==> src/rtl/sprite_pkg.sv <==
// Shared types and constants for the board sprite loader.
// Pixels are RGB888 colours, and each one is stored in the sprite RAM as a 4-bit palette index.
package sprite_pkg;

  localparam int BOARD_DEPTH   = 816;
  localparam int SPRITE_ADDR_W = 10;

  typedef logic [23:0]              rgb_t;
  typedef logic [3:0]               pal_idx_t;
  typedef logic [SPRITE_ADDR_W-1:0] sprite_addr_t;

  typedef enum logic [1:0] {
    IDLE,
    LOAD,
    FIN
  } loader_state_t;

endpackage

==> src/rtl/board_sprite_loader_if.sv <==
// Pixel stream in and index-RAM write port out.
// The master side is the pixel source and RAM; the slave side is the loader.
interface board_sprite_loader_if;
  import sprite_pkg::*;

  logic         pix_valid;
  rgb_t         pix_rgb;
  logic         pix_ready;
  logic         wr_en;
  sprite_addr_t wr_addr;
  pal_idx_t     wr_data;

  modport master (
    output pix_valid, pix_rgb,
    input  pix_ready, wr_en, wr_addr, wr_data
  );

  modport slave (
    input  pix_valid, pix_rgb,
    output pix_ready, wr_en, wr_addr, wr_data
  );

endinterface

==> src/rtl/palette_encoder.sv <==
// Combinational RGB-to-palette-index lookup using an exact 24-bit compare.
// When several entries match, the lowest index wins. Only the first NCOL entries take part.
module palette_encoder
  import sprite_pkg::*;
#(
  parameter int   NCOL = 3,
  parameter rgb_t PAL0 = 24'h9a12a2,
  parameter rgb_t PAL1 = 24'h000000,
  parameter rgb_t PAL2 = 24'hdcdcd9
) (
  input  rgb_t     rgb,
  output pal_idx_t idx,
  output logic     hit
);

  always_comb begin
    idx = '0;
    hit = 1'b0;
    if (NCOL > 0 && rgb == PAL0) begin
      idx = 4'd0;
      hit = 1'b1;
    end else if (NCOL > 1 && rgb == PAL1) begin
      idx = 4'd1;
      hit = 1'b1;
    end else if (NCOL > 2 && rgb == PAL2) begin
      idx = 4'd2;
      hit = 1'b1;
    end
  end

endmodule

==> src/rtl/board_sprite_loader.sv <==
// Streams DEPTH RGB pixels into the external sprite index RAM as palette indices.
// Unmatched colours are flagged, and the first offending address is remembered.
module board_sprite_loader
  import sprite_pkg::*;
#(
  parameter int   DEPTH = BOARD_DEPTH,
  parameter int   NCOL  = 3,
  parameter rgb_t PAL0  = 24'h9a12a2,
  parameter rgb_t PAL1  = 24'h000000,
  parameter rgb_t PAL2  = 24'hdcdcd9
) (
  input  logic                        Clk,
  input  logic                        Reset_n,
  input  logic                        start,
  board_sprite_loader_if.slave        bus,
  output logic                        busy,
  output logic                        done,
  output logic                        err,
  output sprite_addr_t                err_addr
);

  localparam sprite_addr_t LAST = sprite_addr_t'(DEPTH - 1);

  loader_state_t state_q, state_d;
  sprite_addr_t  count_q, count_d;
  logic          pix_ready_q, pix_ready_d;
  logic          wr_en_q, wr_en_d;
  sprite_addr_t  wr_addr_q, wr_addr_d;
  pal_idx_t      wr_data_q, wr_data_d;
  logic          busy_q, busy_d;
  logic          done_q, done_d;
  logic          err_q, err_d;
  sprite_addr_t  err_addr_q, err_addr_d;

  pal_idx_t enc_idx;
  logic     enc_hit;
  logic     accept;

  palette_encoder #(
    .NCOL (NCOL),
    .PAL0 (PAL0),
    .PAL1 (PAL1),
    .PAL2 (PAL2)
  ) u_encoder (
    .rgb (bus.pix_rgb),
    .idx (enc_idx),
    .hit (enc_hit)
  );

  // pix_ready_q is high exactly while in LOAD, so it alone qualifies acceptance.
  assign accept = bus.pix_valid & pix_ready_q;

  always_comb begin
    state_d    = state_q;
    count_d    = count_q;
    wr_en_d    = 1'b0;
    wr_addr_d  = wr_addr_q;
    wr_data_d  = wr_data_q;
    done_d     = 1'b0;
    err_d      = err_q;
    err_addr_d = err_addr_q;

    case (state_q)
      IDLE: begin
        if (start) begin
          state_d    = LOAD;
          count_d    = '0;
          err_d      = 1'b0;
          err_addr_d = '0;
        end
      end
      LOAD: begin
        if (accept) begin
          wr_en_d   = 1'b1;
          wr_addr_d = count_q;
          wr_data_d = enc_hit ? enc_idx : '0;
          if (!enc_hit) begin
            err_d = 1'b1;
            if (!err_q) err_addr_d = count_q;
          end
          // The final pixel parks the counter at LAST, and done rides along with the last write.
          if (count_q == LAST) begin
            state_d = FIN;
            done_d  = 1'b1;
          end else begin
            count_d = count_q + 1'b1;
          end
        end
      end
      FIN:     state_d = IDLE;
      default: state_d = IDLE;
    endcase

    pix_ready_d = (state_d == LOAD);
    busy_d      = (state_d != IDLE);
  end

  always_ff @(posedge Clk or negedge Reset_n) begin
    if (!Reset_n) begin
      state_q     <= IDLE;
      count_q     <= '0;
      pix_ready_q <= 1'b0;
      wr_en_q     <= 1'b0;
      wr_addr_q   <= '0;
      wr_data_q   <= '0;
      busy_q      <= 1'b0;
      done_q      <= 1'b0;
      err_q       <= 1'b0;
      err_addr_q  <= '0;
    end else begin
      state_q     <= state_d;
      count_q     <= count_d;
      pix_ready_q <= pix_ready_d;
      wr_en_q     <= wr_en_d;
      wr_addr_q   <= wr_addr_d;
      wr_data_q   <= wr_data_d;
      busy_q      <= busy_d;
      done_q      <= done_d;
      err_q       <= err_d;
      err_addr_q  <= err_addr_d;
    end
  end

  assign bus.pix_ready = pix_ready_q;
  assign bus.wr_en     = wr_en_q;
  assign bus.wr_addr   = wr_addr_q;
  assign bus.wr_data   = wr_data_q;
  assign busy          = busy_q;
  assign done          = done_q;
  assign err           = err_q;
  assign err_addr      = err_addr_q;

endmodule

==> src/flat_wrapper.sv <==
// flat-port wrapper written by rule: the top's interface ports become plain ports
module board_sprite_loader_flat import sprite_pkg::*;
#(
  parameter int   DEPTH = BOARD_DEPTH,
  parameter int   NCOL  = 3,
  parameter rgb_t PAL0  = 24'h9a12a2,
  parameter rgb_t PAL1  = 24'h000000,
  parameter rgb_t PAL2  = 24'hdcdcd9
)
  (Clk, Reset_n, start, busy, done, err, err_addr, bus_pix_valid, bus_pix_rgb, bus_pix_ready, bus_wr_en, bus_wr_addr, bus_wr_data);
  board_sprite_loader_if bus_i ();
  input  logic Clk;
  input  logic Reset_n;
  input  logic start;
  output logic busy;
  output logic done;
  output logic err;
  output sprite_addr_t err_addr;
  input wire logic [$bits(bus_i.pix_valid)-1:0] bus_pix_valid;
  input wire logic [$bits(bus_i.pix_rgb)-1:0] bus_pix_rgb;
  output wire logic [$bits(bus_i.pix_ready)-1:0] bus_pix_ready;
  output wire logic [$bits(bus_i.wr_en)-1:0] bus_wr_en;
  output wire logic [$bits(bus_i.wr_addr)-1:0] bus_wr_addr;
  output wire logic [$bits(bus_i.wr_data)-1:0] bus_wr_data;
  assign bus_i.pix_valid = bus_pix_valid;
  assign bus_i.pix_rgb = bus_pix_rgb;
  assign bus_pix_ready = bus_i.pix_ready;
  assign bus_wr_en = bus_i.wr_en;
  assign bus_wr_addr = bus_i.wr_addr;
  assign bus_wr_data = bus_i.wr_data;
  board_sprite_loader #(.DEPTH(DEPTH), .NCOL(NCOL), .PAL0(PAL0), .PAL1(PAL1), .PAL2(PAL2)) u_core (.Clk(Clk), .Reset_n(Reset_n), .start(start), .bus(bus_i), .busy(busy), .done(done), .err(err), .err_addr(err_addr));
endmodule
==> config.mk <==
export PLATFORM = sky130hd
export DESIGN_NAME = board_sprite_loader_flat
export DESIGN_NICKNAME = d
export VERILOG_FILES = /design/src/rtl/sprite_pkg.sv /design/src/rtl/board_sprite_loader_if.sv /design/src/rtl/palette_encoder.sv /design/src/rtl/board_sprite_loader.sv /design/src/flat_wrapper.sv
export SDC_FILE = /design/constraint.sdc
export NUM_CORES = 1
export LEC_CHECK = 0
export ABC_AREA = 1
export BUFFER_PORTS_ARGS = -buffer_cell sky130_fd_sc_hd__buf_2
export CAP_MARGIN = 0
export CELL_PAD_IN_SITES_DETAIL_PLACEMENT = 1
export CELL_PAD_IN_SITES_GLOBAL_PLACEMENT = 2
export CORE_MARGIN = 2
export CORE_UTILIZATION = 32
export DETAILED_ROUTE_END_ITERATION = 16
export HOLD_SLACK_MARGIN = 0.06
export PLACE_DENSITY_LB_ADDON = 0.1
export SLEW_MARGIN = 30
export SYNTH_ARGS = -nofsm -noshare
export SYNTH_HDL_FRONTEND = slang
export SYNTH_SLANG_ARGS = --single-unit
==> constraint.sdc <==
create_clock -name Clk -period 4.6 [get_ports Clk]
set_clock_uncertainty 0.2 [all_clocks]
set_input_delay 1.15 -clock Clk [delete_from_list [all_inputs] [get_ports Clk]]
set_output_delay 1.15 -clock Clk [all_outputs]
set_load 0.1 [all_outputs]
==> flow_metrics.py <==
metrics = {
    "sta": {
        "setup_viol": 0,
        "slew_headroom_pct": 65.3,
        "whs_ns": 0.274,
        "rsz0062_at_grt": "false",
        "post-route-period-util_pct": 53.6,
        "fin_crit_ns": 2.47,
        "slew_viol_final": 0,
        "final.setup.tns_ns": 0,
        "final-hold-violation-count": 0,
        "fmax_ghz": 0.405,
        "tightest_slew_ns": 0.521,
    },
    "grt": {
        "overflow": 0,
        "first_global_vias": 1851,
        "antenna_found_initial": 0,
        "grtUsageTotal_pct": 16.3,
        "grt_max_degree": 40,
        "grt_pass1_wl_um": 9120,
    },
    "detailed_routing": {
        "vias": 1767,
        "viasPerCell": 4.59,
        "routedWlPerCell_um": 13.7,
        "drtAntennaViolNets": 0,
        "drt-total-wl_um": 5270,
        "post-route-drc-count": 0,
        "drt_pass1_iterations": 4,
        "drtIter0Drc": 87,
    },
    "clocking": {
        "post_cts_resized": 0,
        "cts_buffers": 5,
        "clk_latency_ns": 0.31,
        "cts_tree": "yes",
        "htree_levels": 2,
        "cts_sinks": 39,
        "hold_buffers": 0,
        "path_clk_slew_ns": 0.08,
        "root_buffer": "clkbuf_8",
        "postCtsSetupRepairBufs": 0,
        "clockBufferDepth": 2,
    },
    "final_layout": {
        "fin_nets": 336,
        "post-route-util_pct": 39.6,
        "fillers": 792,
        "seq_area_um2": 976,
        "antennaDiodeCount": 0,
        "finalNonFillerCells": 385,
        "layout-drive-gt1-share_pct": 27.6,
        "multi_input_area_um2": 927,
        "area_growth_pct": 21.5,
    },
    "floorplanning": {
        "num_rows": 29,
        "dieArea_um2": 7060,
        "die_y_um": 84.0,
        "die_x_um": 84.0,
        "start_util_pct": 32.6,
        "core_area_um2": 6280,
        "io_pins": 57,
    },
    "synthesis": {
        "ys_types": 28,
        "avgSynthCellArea_um2": 8.13,
        "ys_async_sr_fraction_pct": 100,
        "synth_edf_count": 0,
        "muxShareOfSynthArea_pct": 0,
        "synth_top_cells_by_count": "nand2_1, dfrtp_1, nor2_1",
        "synth_adder_area_share_pct": 0.611,
        "synthCells": 252,
        "post-synth-top-count-cell": "nand2_1",
        "synth_area_um2": 2050,
        "ys_ff_latch": 39,
        "synth_area_leader_cell": "dfrtp_1",
        "yosys_warnings": 0,
        "synth_simple_gate_area_share_pct": 33.7,
        "synth_top_family_by_area": "simple AND/OR/NAND/NOR gates",
        "synth_compound_area_share_pct": 7.57,
        "synthTopCellsByArea": "dfrtp_1, nand2_1, nor2_1",
        "ys_seq_area_share_pct": 47.6,
        "yosysTopAreaCellShare_pct": 47.6,
        "ys.flop_type": "dfrtp_1",
        "synth-xor-area-share_pct": 2.99,
    },
    "critical_path": {
        "crit_arrival_ns": 1.12,
        "slowest_stage": "buf_2",
        "required_ns": 3.25,
        "path_cells": "buf_2",
        "cp.buffers_inverters": 1,
        "cp-start-kind": "flip-flop",
        "crit_fanout": 2,
        "endpoint_kind": "output port",
        "path_class": "reg -> out",
        "slowest_delay_ns": 0.44,
        "cp_top_family": "buffers and inverters",
    },
    "flow_run": {
        "maxCapViolCount": 0,
    },
    "place": {
        "place_inst": 377,
        "routabilityCongestion": 0.723,
        "port_buffers": 54,
        "dpl.hpwl_um": 3950,
    },
    "min_path": {
        "holdCritPathClass": "reg -> reg",
    },
    "pwr": {
        "p_per_area_nw_per_um2": 492,
        "leakage_nw": 1.28,
        "ir_drop_mv": 0.242,
        "total_power_mw": 1.23,
    },
    "run_status": {
        "status": "finished clean",
    },
}
## layout make-up
class	count	share of cell area, %
Inverter	25	3.97
Sequential cell	39	39.2
Timing Repair Buffer	54	11.0
Clock buffer	6	3.32
Clock inverter	2	1.41
Multi-Input combinational cell	182	37.3
Tap cell	77	3.87
## kinds of logic (layout without fill, tap and decap cells)
| logic type | after synthesis | count (layout) |
|---|---|---|
| fa+ha+maj | 1 | 1 |
| buf+inv | 32 | 87 |
| flops | 39 | 39 |
| simple gates | 148 | 148 |
| xor+xnor | 7 | 7 |
| other cells | 1 | 2 |
| compound gates | 24 | 24 |
## placed cells by master (no fill, tap or decap), drive strengths merged
master,netlist,layout
nand3b,3,3
nor3,4,4
xor2,7,7
dfrtp,39,39
nand3,21,21
ha,1,1
clkbuf,4,6
bufinv,0,1
nand2,72,72
o21ai,21,21
clkinv,0,1
buf,3,54
nand4,5,5
conb,1,2
inv,25,25
nor2,41,41
a21oi,1,1
a21boi,2,2
nor4,2,2
## routing by layer
metal / vias to the layer above / track usage, % / wire (um)
met5: - / 0 / 0
met4: 0 / 6.16 / 85
met3: 8 / 3.07 / 195
met2: 29 / 24.1 / 2240
met1: 827 / 23.6 / 2750
li1: 903 / - / -
## worst paths after layout
path / start / end / slack [ns] / cells past startpoint
max: u_core.bus.wr_addr[3] / bus_wr_addr[3] / 2.13 / 1
min reg2reg: u_core.err_addr[6] / u_core.err_addr[6] / 0.27 / 2
min in group asynchronous: Reset_n / u_core.bus.wr_addr[8] / 0.62 / 1
max reg2reg: u_core.state_q[1] / u_core.count_q[0] / 2.62 / 9
min: u_core.err_addr[6] / u_core.err_addr[6] / 0.27 / 2
max in group asynchronous: Reset_n / u_core.count_q[8] / 3.23 / 1
## registers in the layout, summed over array words and instances (netlist names)
| signal | count |
|---|---|
| u_core.busy | 1 |
| u_core.count_q | 10 |
| u_core.err | 1 |
| u_core.bus.wr_data | 2 |
| u_core.bus.wr_en | 1 |
| u_core.done | 1 |
| u_core.bus.wr_addr | 10 |
| u_core.bus.pix_ready | 1 |
| u_core.state_q | 2 |
| u_core.err_addr | 10 |
## through the flow
stage               worst slack (ns)  cell area [um2]
global placement                2.03             2370
detailed placement              2.02             2370
finish                          2.13             2490
CTS                             2.12             2490
floorplan                       2.28             2050
global route                    2.09             2490
## report_power, final
group | total (mW) | leakage [nW] | switching [mW] | internal (mW)
combinational | 0.471 | 0.737 | 0.381 | 0.0908
clock | 0.307 | 0.0612 | 0.131 | 0.176
sequential | 0.447 | 0.486 | 0.0486 | 0.398
total | 1.23 | 1.28 | 0.560 | 0.665
## tightest hold or removal path: cells and delay by family, from the launching register on
kind	cells	cell delay, ns
and+or+nand+nor	2	0.09
DFF	1	0.35
No activity file was read; power rests on OpenSTA's default activity.
